## src/rtl/fifo_param_fwft_pkg.sv

```systemverilog
// Shared definitions for the parametrised FWFT channel FIFO: storage style names
// and width helpers for the occupancy counter and storage address.
package fifo_pkg;

  localparam string FIFO_SHIFTREG = "shiftreg";
  localparam string FIFO_RAM      = "ram";

  // Occupancy must represent 0..DEPTH inclusive.
  function automatic int fifo_cnt_w(input int depth);
    return $clog2(depth + 1);
  endfunction

  function automatic int fifo_addr_w(input int depth);
    return (depth < 2) ? 1 : $clog2(depth);
  endfunction

endpackage

```

## src/rtl/fifo_param_fwft_storage.sv

```systemverilog
// Data storage for the FWFT FIFO: either a shift-in register array read through a
// mux, or a circular buffer with asynchronous read. Contents are never reset.
module fifo_param_fwft_storage
  import fifo_pkg::*;
#(
  parameter int    DATA_WIDTH = 32,
  parameter int    DEPTH      = 5,
  parameter string MEM_STYLE  = FIFO_SHIFTREG,
  localparam int   ADDR_W     = fifo_addr_w(DEPTH)
) (
  input  logic                  clk,
  input  logic                  we,
  input  logic [DATA_WIDTH-1:0] din,
  input  logic [ADDR_W-1:0]     raddr,
  input  logic [ADDR_W-1:0]     waddr,
  output logic [DATA_WIDTH-1:0] dout
);

  generate
    if (MEM_STYLE == FIFO_RAM) begin : g_ram
      logic [DATA_WIDTH-1:0] mem [DEPTH];

      always_ff @(posedge clk) begin
        if (we) mem[waddr] <= din;
      end

      assign dout = mem[raddr];
    end else begin : g_shiftreg
      logic [DATA_WIDTH-1:0] slot [DEPTH];
      logic                  unused_waddr;

      // Newest word enters slot 0; the oldest sits at slot[count-1].
      always_ff @(posedge clk) begin
        if (we) begin
          slot[0] <= din;
          for (int i = 1; i < DEPTH; i++) slot[i] <= slot[i-1];
        end
      end

      assign dout         = slot[raddr];
      assign unused_waddr = ^waddr;
    end
  endgenerate

endmodule

```

## src/rtl/fifo_param_fwft.sv

```systemverilog
// Parametrised first-word-fall-through channel FIFO with ce-qualified handshake,
// occupancy count, registered almost flags and sticky overflow/underflow errors.
module fifo_param_fwft
  import fifo_pkg::*;
#(
  parameter int    DATA_WIDTH = 32,
  parameter int    DEPTH      = 5,
  parameter string MEM_STYLE  = FIFO_SHIFTREG,
  parameter int    AF_MARGIN  = 1,
  parameter int    AE_MARGIN  = 1,
  localparam int   CNT_W      = fifo_cnt_w(DEPTH)
) (
  input  logic                  clk,
  input  logic                  reset,
  input  logic [DATA_WIDTH-1:0] if_din,
  input  logic                  if_write,
  input  logic                  if_write_ce,
  output logic                  if_full_n,
  input  logic                  if_read,
  input  logic                  if_read_ce,
  output logic [DATA_WIDTH-1:0] if_dout,
  output logic                  if_empty_n,
  output logic [CNT_W-1:0]      if_num_data,
  output logic                  if_almost_full_n,
  output logic                  if_almost_empty_n,
  output logic                  err_overflow,
  output logic                  err_underflow
);

  localparam int              ADDR_W   = fifo_addr_w(DEPTH);
  localparam logic [CNT_W-1:0] FULL_LVL = CNT_W'(DEPTH);
  localparam logic [CNT_W-1:0] AF_LVL   = CNT_W'(DEPTH - AF_MARGIN);
  localparam logic [CNT_W-1:0] AE_LVL   = CNT_W'(AE_MARGIN);

  logic [CNT_W-1:0]  count;
  logic [CNT_W-1:0]  count_nxt;
  logic [CNT_W-1:0]  count_m1;
  logic [ADDR_W-1:0] rd_ptr;
  logic [ADDR_W-1:0] wr_ptr;
  logic [ADDR_W-1:0] raddr;
  logic              wr_req;
  logic              rd_req;
  logic              push;
  logic              pop;

  function automatic logic [ADDR_W-1:0] ptr_inc(input logic [ADDR_W-1:0] p);
    return (p == ADDR_W'(DEPTH - 1)) ? '0 : p + ADDR_W'(1);
  endfunction

  // Push and pop are qualified by the registered flags, so a blocked request never
  // moves the count past 0 or DEPTH.
  always_comb begin
    wr_req    = if_write & if_write_ce;
    rd_req    = if_read & if_read_ce;
    push      = wr_req & if_full_n;
    pop       = rd_req & if_empty_n;
    count_nxt = count;
    if (push && !pop)      count_nxt = count + CNT_W'(1);
    else if (pop && !push) count_nxt = count - CNT_W'(1);
  end

  always_comb begin
    count_m1 = count - CNT_W'(1);
    raddr    = rd_ptr;
    if (MEM_STYLE != FIFO_RAM) raddr = count_m1[ADDR_W-1:0];
  end

  // Flags are registered from the next count, keeping inputs off the flag outputs.
  always_ff @(posedge clk) begin
    if (reset) begin
      count             <= '0;
      rd_ptr            <= '0;
      wr_ptr            <= '0;
      if_empty_n        <= 1'b0;
      if_full_n         <= 1'b1;
      if_almost_full_n  <= 1'b1;
      if_almost_empty_n <= 1'b0;
      err_overflow      <= 1'b0;
      err_underflow     <= 1'b0;
    end else begin
      count             <= count_nxt;
      if_empty_n        <= (count_nxt != '0);
      if_full_n         <= (count_nxt != FULL_LVL);
      if_almost_full_n  <= !(count_nxt >= AF_LVL);
      if_almost_empty_n <= !(count_nxt <= AE_LVL);
      if (push) wr_ptr <= ptr_inc(wr_ptr);
      if (pop)  rd_ptr <= ptr_inc(rd_ptr);
      if (wr_req && !if_full_n)  err_overflow  <= 1'b1;
      if (rd_req && !if_empty_n) err_underflow <= 1'b1;
    end
  end

  assign if_num_data = count;

  fifo_param_fwft_storage #(
    .DATA_WIDTH (DATA_WIDTH),
    .DEPTH      (DEPTH),
    .MEM_STYLE  (MEM_STYLE)
  ) u_storage (
    .clk   (clk),
    .we    (push),
    .din   (if_din),
    .raddr (raddr),
    .waddr (wr_ptr),
    .dout  (if_dout)
  );

endmodule

```

## config.mk

```make
export PLATFORM = sky130hd
export DESIGN_NAME = fifo_param_fwft
export DESIGN_NICKNAME = d
export VERILOG_FILES = /design/src/rtl/fifo_param_fwft_pkg.sv /design/src/rtl/fifo_param_fwft_storage.sv /design/src/rtl/fifo_param_fwft.sv
export SDC_FILE = /design/constraint.sdc
export NUM_CORES = 1
export LEC_CHECK = 0
export ABC_AREA = 1
export CAP_MARGIN = 5
export CORE_MARGIN = 2
export CORE_UTILIZATION = 59
export DETAILED_ROUTE_END_ITERATION = 16
export PLACE_DENSITY_LB_ADDON = 0.3
export SYNTH_ARGS = -nofsm -noshare
export SYNTH_HDL_FRONTEND = slang
export SYNTH_SLANG_ARGS = --single-unit
```

## constraint.sdc

```tcl
create_clock -name clk -period 5.3 [get_ports clk]
set_input_delay 0.795 -clock clk [delete_from_list [all_inputs] [get_ports clk]]
set_output_delay 0.795 -clock clk [all_outputs]
set_load 0.03 [all_outputs]
```

======== Word level (Yosys, flattened, before mapping) ========
Memories as Yosys holds them, arrays and structs flattened.
Cells that the tools add are included.
operators by class
  $add $sub $neg .......................... 2
  $lt $le $gt $ge ......................... 2
  eq/ne operators ......................... 1
  muxes and demuxes ....................... 4
  bitwise gates (word level) .............. 4
  reductions and logical operators ........ 11
operator list
  operator               count
  $logic_not A1 Y1       6
  $mux W3                2
  $and A1 B1 Y1          4
  $logic_and A1 B1 Y1    4
  $add A3 B1 Y3 const B  1
  $ge A3 B3 Y1 const B   1
  $le A3 B1 Y1 const B   1
  $ne A3 B3 Y1 const B   1
  $reduce_bool A3 Y1     1
  $sub A3 B1 Y3 const B  1
  $mux W1                2
storage, ports and cells
  register bits after elaboration ......... 9
  memory bits (writable) .................. 160
  input port bits ......................... 38
  word-level logic and storage cells ...... 32
  memories kept ........................... 1
memories
  name                       words  width  rd ports  clocked after Yosys merged registers in  write ports  line                           RTL
  u_storage.g_shiftreg.slot  5      32     5         0                                        5            fifo_param_fwft_storage.sv:29  logic [DATA_WIDTH-1:0] slot [DEPTH];

======== Logic depth before layout (Yosys ltp) ========
  word-level depth ........................ 8
  mapped depth ............................ 12

======== Cells and area by module ========
A second synthesis with hierarchy kept.
second synthesis, totals
  cell total of the unflattened synthesis .. 714
  area, all modules ....................... 7392.1 um^2
by module, submodules not included
  module                   times used  cells each  area each (um^2)  sequential area each (um^2)
  fifo_param_fwft_storage  1           638         6762.7            4804.6
  fifo_param_fwft          1           76          629.4             240.2

======== Least setup slack after synthesis ========
No wires, ideal clock.
  kind .................................... input to register
  start ................................... input if_write
  end ..................................... register if_empty_n
  setup time .............................. 0.124 ns
  arrival ................................. 3.477 ns
  required time ........................... 5.176 ns
  setup slack ............................. 1.699 ns
  stages .................................. 7
  path through ............................ nand3_1 > inv_2 > nand2_1 > nand3_1 > nand3_1 > nand2_1 > nand3_1
between the ends
  word-level cells in the longest chain between the ends .. 7
  elaborated cells on any way between the ends .. 8
  those cells by class .................... 2 x mux; 2 x bitwise; 4 x reduce/logical
RTL lines
  item                    line                   RTL
  from (decl)             fifo_param_fwft.sv:16  input logic if_write,
  $and A1 B1 Y1 (*)       fifo_param_fwft.sv:53  wr_req = if_write & if_write_ce;
  $and A1 B1 Y1 (*)       fifo_param_fwft.sv:55  push = wr_req & if_full_n;
  net push                fifo_param_fwft.sv:43  logic push;
  $logic_not A1 Y1        fifo_param_fwft.sv:59  else if (pop && !push) count_nxt = count - CNT_W'(1);
  $logic_and A1 B1 Y1     fifo_param_fwft.sv:59
  $mux W3                 fifo_param_fwft.sv:59
  $mux W3 (*)             fifo_param_fwft.sv:58  if (push && !pop) count_nxt = count + CNT_W'(1);
  $reduce_bool A3 Y1 (*)  fifo_param_fwft.sv:82  if_empty_n <= (count_nxt != '0);
  to (signal assigned)    fifo_param_fwft.sv:82
  to (decl)               fifo_param_fwft.sv:22  output logic if_empty_n,
The timed path passes the listed nets; every way through them passes the cells marked *.
A chain may end at the register's enable or synchronous reset.

======== Worst setup path after layout ========
  start ................................... register count[0] (netlist: if_num_data[0])
  end ..................................... output if_dout[29]
between the ends
  word-level cells in the longest chain between the ends .. 2
RTL lines
  item                    line                   RTL
  from (decl)             fifo_param_fwft.sv:35  logic [CNT_W-1:0] count;
  from (signal assigned)  fifo_param_fwft.sv:81  count <= count_nxt;
  $sub A3 B1 Y3           fifo_param_fwft.sv:63  count_m1 = count - CNT_W'(1);
  $mem_v2 Z5 W32          --
  to (decl)               fifo_param_fwft.sv:21  output logic [DATA_WIDTH-1:0] if_dout,
No other way between the ends.

==> impl_metrics.json <==
{
  "status": "finished clean",
  "ys_seq_elements": 169,
  "switching_share_pct": 33.5,
  "power_frac_clock_pct": 28.9,
  "cts_setup_buffers": 0,
  "yosys_warnings": 0,
  "groute.usage.overall_pct": 23.0,
  "period_share_pct": 85.2,
  "seqCellArea_um2": 4990,
  "grt_pass1_wl_um": 20300,
  "setup_tns_ns": 0,
  "routabilityCongestion": 0.809,
  "slowest_stage": "clkdlybuf4s50_1",
  "antenna_found_initial": 0,
  "p_comb_share_pct": 32.2,
  "grt_overflow": 0,
  "instances_no_fill": 729,
  "slew_violations": 0,
  "synth_cell_type_count": 21,
  "cts_buffers": 17,
  "cp-start-kind": "flip-flop",
  "num_vias": 4172,
  "floorplan.initialDensity_pct": 60.7,
  "skew_ns": 0.00656,
  "final_nets": 617,
  "rrSetupSlack_ns": 2.75,
  "drv_cap": 0,
  "crit_type": "reg -> out",
  "cts_sinks": 169,
  "detail_route.vias_per_cell": 5.72,
  "leakage_uw": 0.00287,
  "endpoint_kind": "output port",
  "peakVddDrop_v": 0.000305,
  "syn_area_um2": 6580,
  "cp.required_ns": 4.51,
  "grt_pass1_vias": 4128,
  "worstMarginPinSlew_ns": 0.774,
  "hp-class": "reg -> reg",
  "dieArea_um2": 12000,
  "cts-hold-fix-buffers": 0,
  "n_antenna_cell": 0,
  "powerDensity_nw_per_um2": 513,
  "synthCells": 501,
  "area_growth_pct": 20.7,
  "p_int_uw": 2710,
  "crit_path_frequent_cell": "nand2_1",
  "dr.pass1.iters": 5,
  "drt_iter0_markers": 438,
  "drive_gt1_share_pct": 10.0,
  "die_y_um": 110,
  "multi_input_area_um2": 1350,
  "hold_viol_final": 0,
  "net-switching-power_uw": 1370,
  "rsz0062_at_grt": "false",
  "relSlewSlack_pct": 48.4,
  "dp_hpwl_um": 7260,
  "clkTransAtPathRegs_ns": 0.06,
  "wirelength_um": 12900,
  "final.setup.worst_slack_ns": 0.786,
  "clock-root-buffer": "clkbuf_8",
  "insertion_delay_ns": 0.54,
  "setup_viol": 0,
  "avgSynthCellArea_um2": 13.1,
  "yosysSeqAreaShare_pct": 75.8,
  "fmax_mhz": 222,
  "dpl.cell_count": 698,
  "cp_cell_sequence": "inv_4 -> ha_1 -> buf_4 -> inv_2 -> o21ai_0 -> o22ai_1 -> nand2_1 -> nand2_1 -> clkdlybuf4s50_1",
  "io-pin-count": 79,
  "htreeDepth": 4,
  "arrival_ns": 3.72,
  "clk_path_buf_depth": 2,
  "coreArea_um2": 10800,
  "wl_per_cell_um": 17.7,
  "rows": 38,
  "crit_fanout": 66,
  "drc_errors": 0,
  "die_w_um": 110,
  "fillerInstances": 722,
  "syn-num-nets": 541,
  "cpPeakStageDelay_ns": 0.67,
  "seqPwrFrac_pct": 38.9,
  "cts_tree": "done",
  "ctsResizeCount": 0,
  "pre_cts_slack_ns": 1.30,
  "ant_nets": 0,
  "fin_crit_ns": 4.51,
  "io_buffer_count": 78,
  "grt_max_degree": 75
}
layout by cell type, fill, tap and decap left out, types with 2 or more instances in the layout:
cell             netlist  final
inv_2                  6      5
buf_4                  0      5
clkinv_1               0      4
a31oi_1                2      2
o21ai_1               13     13
edfxtp_1             160    160
clkdlybuf4s50_1        0     78
dfxtp_1                9      8
inv_1                  8      8
nor2_2                19     19
nand2_1              111    111
o21ai_0               51     51
ha_1                   2      2
clkinv_2               0      6
nand3_1               10     10
clkbuf_16              0     16
o22ai_1               32     32
bufinv_16              0      3
nor2_1                49     49
area by class of cell:
class | instances | share of cell area (%)
sequential | 169 | 62.8
multi-input combinational | 291 | 16.9
clock inverter | 13 | 1.70
inverter | 15 | 0.804
timing repair buffer | 83 | 10.3
tap | 140 | 2.21
clock buffer | 18 | 5.26
stage by stage:
| step | total power [uW] | instance area (um2) | util, % | hold slack (ns) |
|---|---|---|---|---|
| 2_1_floorplan | 2460 | 6580 | - | 0.421 |
| 3_3_place_gp | 2880 | 7390 | 68.2 | 0.424 |
| 3_5_place_dp | 2920 | 7390 | 68.2 | 0.429 |
| 4_1_cts | 4100 | 7940 | 73.3 | 0.447 |
| 5_1_grt | 4260 | 7940 | 73.3 | 0.451 |
| 6_report | 4080 | 7940 | 73.3 | 0.445 |
path summary, 6_finish.rpt:
| path | startpoint | end | depth (start not counted) |
|---|---|---|---|
| worst max-delay path | if_num_data[0] | if_dout[29] | 9 |
| worst max register to register | if_num_data[0] | if_empty_n | 9 |
| worst min register to register | u_storage.g_shiftreg.slot[3][14] | u_storage.g_shiftreg.slot[4][14] | 0 |
| worst min-delay path | u_storage.g_shiftreg.slot[3][14] | u_storage.g_shiftreg.slot[4][14] | 0 |
worst max-delay path, delay by kind of cell, from the launching register on:
kind | cells | cell delay, ns
buffers and inverters | 4 | 1.92
AO/OA/AOI/OAI | 2 | 0.40
adder cells (fa/ha/maj) | 1 | 0.36
flip-flops | 1 | 0.33
AND/OR/NAND/NOR | 2 | 0.16
Yosys cell counts:
cell type	n	area (um2)
o21ai_1	13	65.1
nand4_1	1	6.26
nand3_1	10	50.1
buf_8	1	15.0
o21ai_0	51	255
clkbuf_1	5	18.8
buf_2	15	75.1
inv_4	1	6.26
dfxtp_1	9	180
buf_6	2	22.5
nor2_4	1	11.3
nor2_1	49	184
nor2_2	19	119
inv_1	8	30.0
nand2_1	111	417
a31oi_1	2	12.5
inv_2	6	22.5
buf_12	3	60.1
edfxtp_1	160	4800
o22ai_1	32	200
ha_1	2	25.0
registers in the layout (all words and copies together), names as in the netlist:
name and cells:
err_overflow 1, if_almost_empty_n 1, if_num_data 3, if_empty_n 1, u_storage.g_shiftreg.slot 160, if_almost_full_n 1, if_full_n 1, err_underflow 1
cell families after synthesis:
kind of cell	Yosys count	share of synthesized area (%)
fa+ha+maj	2	0.380
compound gates	98	8.10
simple gates	191	12.0
flops	169	75.8
buf+inv	41	3.80
routing by layer:
layer | GRT usage, % | routed length (um) | vias up
li1 | - | - | 1939
met1 | 30.9 | 5510 | 2030
met2 | 34.9 | 6280 | 187
met3 | 6.99 | 919 | 16
met4 | 10.2 | 183 | 0
met5 | 0 | 0 | -
power by group through the flow:
stage	Clock (uW)	Combinational [uW]	Sequential [uW]
floorplan	0	829	1630
global placement	0	1270	1610
detailed placement	0	1310	1610
CTS	1200	1320	1590
global route	1250	1420	1590
finish	1180	1310	1590
Power figures use the tool's default switching activity.
